File: src/rtl/rr_arb4_enc.sv
// Four-way round-robin arbiter with an encoded (a,b) grant code, a hold-until-done
// grant phase and an optional grant-hold timeout that forces release.
module rr_arb4_enc #(
    parameter int CNT_W   = 4,
    parameter int TIMEOUT = 15
) (
    input  logic       clk,
    input  logic       rst_n,
    input  logic [3:0] req,
    input  logic       done,
    output logic       a,
    output logic       b,
    output logic       gnt_valid,
    output logic       timeout
);

    typedef enum logic {IDLE = 1'b0, GRANT = 1'b1} state_t;

    // Count value on the last GRANT cycle a timeout allows.
    localparam logic [CNT_W-1:0] TO_LAST = (TIMEOUT == 0) ? '0 : CNT_W'(TIMEOUT - 1);

    state_t           state, state_nxt;
    logic [1:0]       ptr, ptr_nxt;
    logic [CNT_W-1:0] count, count_nxt;
    logic [1:0]       code_nxt;
    logic             gnt_valid_nxt;
    logic             timeout_nxt;

    // First set request in the order ptr+1, ptr+2, ptr+3, ptr (mod 4).
    function automatic logic [1:0] rr_pick(input logic [3:0] r, input logic [1:0] p);
        logic [1:0] idx;
        logic [1:0] off;
        rr_pick = p;
        for (int k = 4; k >= 1; k--) begin
            off = 2'(k);
            idx = p + off;
            if (r[idx]) rr_pick = idx;
        end
    endfunction

    always_ff @(posedge clk or negedge rst_n) begin
        if (!rst_n) begin
            state     <= IDLE;
            ptr       <= 2'd3;
            count     <= '0;
            a         <= 1'b0;
            b         <= 1'b0;
            gnt_valid <= 1'b0;
            timeout   <= 1'b0;
        end else begin
            state     <= state_nxt;
            ptr       <= ptr_nxt;
            count     <= count_nxt;
            a         <= code_nxt[1];
            b         <= code_nxt[0];
            gnt_valid <= gnt_valid_nxt;
            timeout   <= timeout_nxt;
        end
    end

    always_comb begin
        state_nxt     = state;
        ptr_nxt       = ptr;
        count_nxt     = count;
        code_nxt      = {a, b};
        gnt_valid_nxt = gnt_valid;
        timeout_nxt   = 1'b0;
        case (state)
            IDLE: begin
                gnt_valid_nxt = 1'b0;
                if (|req) begin
                    code_nxt      = rr_pick(req, ptr);
                    gnt_valid_nxt = 1'b1;
                    count_nxt     = '0;
                    state_nxt     = GRANT;
                end
            end
            GRANT: begin
                // done takes precedence over a coincident timeout
                if (done || (TIMEOUT != 0 && count == TO_LAST)) begin
                    state_nxt     = IDLE;
                    gnt_valid_nxt = 1'b0;
                    ptr_nxt       = {a, b};
                    count_nxt     = '0;
                    timeout_nxt   = !done;
                end else if (count != '1) begin
                    count_nxt = count + 1'b1;
                end
            end
            default: state_nxt = IDLE;
        endcase
    end

endmodule

File: config.mk
export PLATFORM = sky130hd
export DESIGN_NAME = rr_arb4_enc
export DESIGN_NICKNAME = d
export VERILOG_FILES = /design/src/rtl/rr_arb4_enc.sv
export SDC_FILE = /design/constraint.sdc
export NUM_CORES = 1
export LEC_CHECK = 0
export BUFFER_PORTS_ARGS = -buffer_cell sky130_fd_sc_hd__buf_2
export CORE_AREA = 2 2 39 41
export CTS_CLUSTER_DIAMETER = 150
export DETAILED_ROUTE_END_ITERATION = 10
export DIE_AREA = 0 0 41 43
export PLACE_DENSITY = 0.7
export SLEW_MARGIN = 0
export SYNTH_ARGS = -nofsm -noshare
export SYNTH_HDL_FRONTEND = slang
export SYNTH_SLANG_ARGS = --single-unit
File: constraint.sdc
create_clock -name clk -period 3.88 [get_ports clk]
set_input_delay 0.388 -clock clk [delete_from_list [all_inputs] [get_ports clk]]
set_output_delay 0.388 -clock clk [all_outputs]
set_load 0.01 [all_outputs]
---- Word-level counts from Yosys, hierarchy flattened ----
Index checks and enable logic that the tools add are counted.
storage, ports and cells
  register bits after elaboration ......... 11
  input port bits ......................... 7
  output and inout port bits .............. 4
  logic and storage cells ................. 46
cells by class
  $add $sub $neg .......................... 4
  $lt $le $gt $ge ......................... 3
  equal/unequal tests ..................... 5
  mux-type cells .......................... 20
  bitwise gates (word level) .............. 1
  reductions and logical operators ........ 6
operator list
  operator                                             count
  two-way mux 4 bit                                    3
  < comparator 2 x 3 -> 1 bit (second input constant)  3
  two-way mux 1 bit                                    8
  one-hot mux 4 bit (2 select lines)                   1
  binary-select mux 1 bit (select 2 bit)               3
  two-way mux 2 bit                                    3
  AND reduction 2 bit                                  3
  adder 2 bit (second input constant)                  2
  adder 4 x 1 -> 4 bit (second input constant)         1
  equality test 4 bit (second input constant)          1
  != test 4 bit (second input constant)                1
  one-hot mux 1 bit (2 select lines)                   2
  OR reduction 4 bit                                   1
  != test 3 x 1 -> 1 bit (second input constant)       1
  adder 2 x 1 -> 2 bit (second input constant)         1
  != test 2 x 1 -> 1 bit (second input constant)       1
  != test 2 bit (second input constant)                1
  zero test 1 bit                                      1
  logical OR 1 bit                                     1
  inverter 1 bit                                       1

---- Depth between registers and ports, before layout ----
Gate-level depths: netlist of run 1.
  word-level depth ........................ 6
  gate-level depth with buffers ........... 5
  depth with buffers taken out ............ 5

---- Worst setup path after synthesis of run 1 ----
Ideal clock, no wire load.
  kind .................................... register to register
  start point ............................. register count[0]
  end point ............................... register ptr[0]
  library setup time ...................... 0.082 ns
  data arrival time ....................... 1.295 ns
  data required time ...................... 3.798 ns
  path slack .............................. 2.503 ns
  cell stages (with the launch flop) ...... 6
  path buffers ............................ 0
  clock period less this slack ............ 1.377 ns
  cells stage by stage .................... dfrtp_1 -> inv_1 -> ha_1 -> and3_1 -> o21a_1 -> mux2_2
between the ends
  longest elaborated chain between the ends .. 3
RTL lines
  element                               line  text
  from (decl)                           24    logic [CNT_W-1:0] count, count_nxt;
  from (signal assigned)                53    count <= count_nxt;
  equality test 4 bit                   80    if (done || (TIMEOUT != 0 && count == TO_LAST)) begin
  logical OR 1 bit                      80
  AND reduction 2 bit (no source line)  --
  to (signal assigned)                  52    ptr <= ptr_nxt;
  to (decl)                             23    logic [1:0] ptr, ptr_nxt;
Every way passes these cells.
A chain may end at the register's enable or synchronous reset.

---- Worst setup path after layout of run 1 ----
Ends and elaborated chain as after synthesis.

==> results of run 1 <==
## cell usage in the layout, fill, tap and decap left out, drive strengths merged, types with 3 or more instances in the layout
| cell type | count |
|---|---|
| o21ai | 3 |
| inv | 4 |
| nand3 | 3 |
| nand2b | 5 |
| clkbuf | 4 |
| nor2 | 4 |
| dfrtp | 9 |
| buf | 10 |
## through the flow
stage | hold WS (ns) | util | power [W]
final | 0.4456 | 0.5335 | 0.0003370
after global routing | 0.4551 | 0.5335 | 0.0003614
after CTS | 0.4389 | 0.5335 | 0.0003383
after detailed placement | 0.2660 | 0.5072 | 0.0002583
after global placement | 0.2667 | 0.5072 | 0.0002562
after floorplan | 0.09241 | - | 0.0002280
## repair_timing
| item | CTS | global route |
|---|---|---|
| setup buffers | 0 | 0 |
| hold endpoints to repair | 9 | 0 |
| resized for setup | 0 | 0 |
| hold buffers | 1 | 0 |
## state kept, by name (all words and copies together) (netlist names)
name       count
b              1
timeout        1
state          1
a              1
gnt_valid      1
count          4
ptr            2
## power breakdown
part | total [W] | internal (W) | switching (W)
logic | 0.0000807 | 0.0000447 | 0.0000360
registers | 0.000176 | 0.000146 | 0.0000298
clock network | 0.0000805 | 0.0000398 | 0.0000408
## layer usage
layer,global-route usage,vias to the layer above
met3,0.04712,4
met5,0,-
met4,0.08000,0
met1,0.2607,240
met2,0.2250,12
li1,-,266
## kinds of logic after synthesis
| logic type | count (synthesis) |
|---|---|
| AND/OR/NAND/NOR | 23 |
| AO/OA/AOI/OAI | 19 |
| flip-flops | 11 |
| buffers and inverters | 6 |
| multiplexers | 3 |
| adder cells (fa/ha/maj) | 2 |
## critical path: stages, from the launching register on
cell,delay [ns]
sky130_fd_sc_hd__dfrtp_1,0.41
sky130_fd_sc_hd__inv_1,0.09
sky130_fd_sc_hd__ha_1,0.19
sky130_fd_sc_hd__and3_1,0.18
sky130_fd_sc_hd__o21a_1,0.19
sky130_fd_sc_hd__mux2_2,0.35
## worst max-delay path by stage
stage                     startpoint  endpoint  slack [ns]  cells after the start
after detailed placement      req[1]  count[1]        2.38                      4
after global placement        req[1]  count[1]        2.37                      4
final                       count[0]    ptr[0]        2.39                      5
after CTS                   count[0]    ptr[0]        2.39                      5
after floorplan             count[0]    ptr[0]        2.50                      5
after global routing        count[0]    ptr[0]        2.32                      5
## synth_stat cells (3+ instances only)
cell                       instances  area [µm²]
sky130_fd_sc_hd__dfrtp_1           9       225.2
sky130_fd_sc_hd__nand2b_1          5       31.28
sky130_fd_sc_hd__o21ai_0           3       15.01
sky130_fd_sc_hd__nand3_1           3       15.01
sky130_fd_sc_hd__inv_1             4       15.01
sky130_fd_sc_hd__nor2_1            4       15.01
## final cells by class
type                            instances  area [µm²]  share of cell area
Multi-Input combinational cell         47       339.1              0.4593
Inverter                                4       15.01             0.02034
Sequential cell                        11       277.8              0.3763
Timing Repair Buffer                   11       60.06             0.08136
Tap cell                               16       20.02             0.02712
Clock buffer                            4       26.28             0.03559
==> flow_summary.ini, run 1 <==
[run_status]
status = complete, no violations

[global_routing]
antenna_found_initial = 0
global_routing_usage_summed_across_all_routing_layers = 0.1741
grt_first_pass_wirelength_um = 2097
grt_max_degree = 13
via_count_of_the_first_global_routing_pass = 482
global_route.overflow_total = 0

[setup_path]
critical_path_class = reg -> reg
critPathArrivalTime_ns = 1.69
critical_path_required_ns = 4.08
worstSetupStartpointType = register
reg2reg_from = count[0]
timing.critical_path.to_type = register
r2r_setup_slack_ns = 2.39
path_max_fanout = 4
timing.reg2reg.worst_path_depth = 5
r2r_end = ptr[0]

[synth]
yosys_register_bits = 11
ys_dominant_reg_cell = sky130_fd_sc_hd__dfrtp_1
synth.yosys.warnings = 0
synth-compound-area-share = 0.2344
syn_nets = 73
postSynth.asyncResetShare = 1.000
synth_cell_types = 34
synth_simple_gate_area_share = 0.2051
syn_inst = 64
synthesis.area_per_instance_um2 = 10.01
synthesis.area_um2 = 640.6
synth_mux_area_frac = 0.05078
synth-edff-count = 0
synth-adder-area-share = 0.03906
yosys.area_share.xor_xnor = 0
seq_area_frac_synth = 0.4336
synth_top_family_by_area = compound AO/OA/AOI/OAI gates

[route]
avgViaCountPerCell = 5.613
number_of_search_and_repair_iterations_in_the_first_detailed_routing_pass = 4
uppermost_layer_routed = met4
drt-total-wl_um = 1241
routed-via-count = 522
wl_per_cell_um = 13.34
routedLengthMet1_um = 652
met2WireLength_um = 517
drtAntennaViolNets = 0
routed-wl-met3_um = 52
detailedRoute.firstIterationViolations = 4
post-route-drc-count = 0

[sta]
grt_setup_unrepaired = no
final_critical_path_required_period_ns = 1.489
finalSetupTns_ns = 0
timing.final.crit_share = 0.3838
minimum_setup_slack_in_the_final_design_ns = 2.391
timing.clock.skew_ns = 0.006378
worst_pin_slew_ns = 0.4688
final_max_slew_viol_count = 0
finish_stage_setup_viols = 0
timing_hold_violations_final = 0
fmaxAchievable_mhz = 671.5
max_slew_margin = 0.6846

[placed_design]
worst_slack_placed_ns = 2.380
detailed_place_hpwl_um = 914.4
port_buffers = 10
post_dp_cell_area_um2 = 701.9
numPlacedInstances = 88
final_estimated_routing_congestion_in_global_placement = 0.7818

[clocking]
clkSlewWorstSetupHoldPaths_ns = 0.08
cts_root_buf = sky130_fd_sc_hd__clkbuf_4
clk_latency_ns = 0.27
clock_tree.htree_level_count = 1
numClockSinks = 11
tritoncts = done
tritoncts.num_buffers = 3
cts-root-to-sink-buffers = 2

[pwr]
vdd_drop_max_uv = 253.3
p_leak_nw = 0.3187
p_per_area_mw_per_mm2 = 456.6

[die]
dieArea_mm2 = 0.001763
die_w_um = 41
core_area_mm2 = 0.001384
start_util = 0.4629
placementRows = 14
design.portCount = 11
fp.dieH_um = 43

[min_path]
hold-path-cell-count = 4
worstHoldEndpoint = count[1]
worst_hold_startpoint = done
path_category_of_the_worst_min_delay_check = in -> reg

[finish]
layout_net_count = 87
finalInstanceArea_um2 = 738.2
fillCellCount = 122
syn_to_layout_area_delta_pct = 15.23
antenna_cells = 0
instances_no_fill = 93
drive_above_1_share = 0.2468

[run]
timing.max_cap.violations = 0
Power figures use the tool's default switching activity.
==> inputs of run 2 (changes only) <==
Clock period 3.88 ns to 1.49 ns, I/O delays scaled along.
==> run 2 against run 1 <==
Sequential share of layout area is 1.5 points lower; flip-flop and latch count stayed put; setup slack worse by 2.3 ns; first-iteration DRC count is 100% higher; critical endpoint is now count[3].
==> flow_summary.ini, run 2 (synthesized netlist as in run 1, its figures left out) <==
[clocking]
cts-root-to-sink-buffers = 2
clock_tree.htree_level_count = 1
clk_latency_ns = 0.27
post-cts-setup-buffers = 0
cts_root_buf = sky130_fd_sc_hd__clkbuf_4
tritoncts = done
clkSlewWorstSetupHoldPaths_ns = 0.07
numClockSinks = 11
tritoncts.num_buffers = 3

[finish]
largest_reg_flops = 4
drive_above_1_share = 0.3038
mostFrequentLayoutCell = sky130_fd_sc_hd__buf_2
fillCellCount = 114
layout_top_registers = count (4), ptr (2)
register_containing_the_most_flip_flops_in_the_final_layout = count
syn_to_layout_area_delta_pct = 19.92
layout_common_cells = 10 x sky130_fd_sc_hd__buf_2, 9 x sky130_fd_sc_hd__dfrtp_1, 5 x sky130_fd_sc_hd__nand2b_1
antenna_cells = 0
instances_no_fill = 95
layout_net_count = 89

[sta]
final_max_slew_viol_count = 0
timing_hold_violations_final = 0
timing.clock.skew_ns = 0.003547
worst_pin_slew_ns = 0.4890
timing.final.crit_share = 0.9386
finalSetupTns_ns = 0
grt_setup_unrepaired = no
finish_stage_setup_viols = 0
final_critical_path_required_period_ns = 1.398
minimum_setup_slack_in_the_final_design_ns = 0.09152
whs_ns = 0.2098
max_slew_margin = 0.6710
fmaxAchievable_mhz = 715.1

[pwr]
vdd_drop_max_uv = 538.4
pwr-share-seq = 0.512
swShare = 0.3100
power_frac_clock = 0.234
net-switching-power_w = 0.0002735
p_per_area_mw_per_mm2 = 1148
intPower_w = 0.0006086
power.total_w = 0.0008821
p_leak_nw = 0.3267
share_comb_of_total_power = 0.253

[die]
fp.dieH_um = 43
start_util = 0.4629
dieArea_mm2 = 0.001763
core_area_mm2 = 0.001384
die_w_um = 41
placementRows = 14
design.portCount = 11

[route]
post-route-drc-count = 0
detailedRoute.firstIterationViolations = 8
number_of_search_and_repair_iterations_in_the_first_detailed_routing_pass = 4
drt-total-wl_um = 1265
drtAntennaViolNets = 0
routed-via-count = 542
avgViaCountPerCell = 5.705
wl_per_cell_um = 13.32

[global_routing]
global_routing_usage_summed_across_all_routing_layers = 0.1690
grt_use_met3 = 0.03141
global_route.overflow_total = 0
grtUsageMet1 = 0.2409
met2_routing_resource_usage_after_global_routing = 0.2188
grt_max_degree = 12
grt_first_pass_wirelength_um = 1980
antenna_found_initial = 0
via_count_of_the_first_global_routing_pass = 458
top_usage_layer = met1

[min_path]
worst_hold_startpoint = done
hold-path-cell-count = 3
path_category_of_the_worst_min_delay_check = in -> reg
worstHoldEndpoint = state

[setup_path]
worstSetupStartpointType = register
critPathTopFamily = compound AO/OA/AOI/OAI gates
r2r_setup_slack_ns = 0.09
reg2reg_from = count[0]
path_buf_inv = 1
slowest_delay_ns = 0.38
path_max_fanout = 5
timing.critical_path.to_type = register
path_cells = buf_4 > ha_1 > o311ai_0 > a22oi_1
critPathArrivalTime_ns = 1.54
r2r_end = count[3]
critical_path_class = reg -> reg
critical_path_required_ns = 1.63
timing.critical_path.slowest_stage_cell = sky130_fd_sc_hd__dfrtp_1
timing.reg2reg.worst_path_depth = 4

[placed_design]
detailed_place_hpwl_um = 933.3
numPlacedInstances = 90
final_estimated_routing_congestion_in_global_placement = 0.8208
worst_slack_placed_ns = 0.07375
port_buffers = 10

[run_status]
status = complete, no violations

[run]
timing.max_cap.violations = 0
## run 2: worst max path at each step
stage                  start        to  slack [ns]  cells past startpoint
CTS                 count[0]    ptr[0]        0.06                      5
global route        count[0]    ptr[1]        0.03                      5
global placement    count[0]    ptr[1]        0.10                      5
detailed placement  count[0]    ptr[0]        0.07                      5
finish              count[0]  count[3]        0.09                      4
floorplan           count[0]    ptr[0]        0.11                      5
## run 2: power by group through the flow
stage	logic, W	clock network [W]	registers (W)
after floorplan	0.000163	0	0.000431
after global placement	0.000216	0	0.000455
after detailed placement	0.000220	0	0.000455
after CTS	0.000223	0.000211	0.000450
after global routing	0.000247	0.000230	0.000466
final	0.000223	0.000207	0.000452
## run 2: area by class of cell
class                   instances  area, µm²  share of cell area
inverters                       4      15.01             0.01954
multi-input cells              47      354.1              0.4609
flip-flops and latches         11      277.8              0.3616
well taps                      16      20.02             0.02606
clock buffers                   4      26.28             0.03420
repair buffers                 13      75.07             0.09772
## run 2: worst register-to-register path, cell delays in order (launching register included)
cell and delay [ns]:
sky130_fd_sc_hd__dfrtp_1 0.38, sky130_fd_sc_hd__buf_4 0.14, sky130_fd_sc_hd__ha_1 0.25, sky130_fd_sc_hd__o311ai_0 0.36, sky130_fd_sc_hd__a22oi_1 0.14
## run 2: per-stage QoR
step	area, µm²	util
floorplan	640.6	-
global placement	716.9	0.5181
detailed placement	716.9	0.5181
CTS	753.2	0.5443
global route	768.2	0.5552
finish	768.2	0.5552
## run 2: layer usage
metal / part of all wire / wire, µm
met5: 0 / 0
met4: 0.032 / 40
met3: 0.030 / 38
met2: 0.43 / 549
met1: 0.50 / 637
## run 2: timing repair
item,in CTS,in global routing
resized for setup,0,3
hold buffers,1,0
hold endpoints to repair,11,0
setup endpoints to repair,0,2
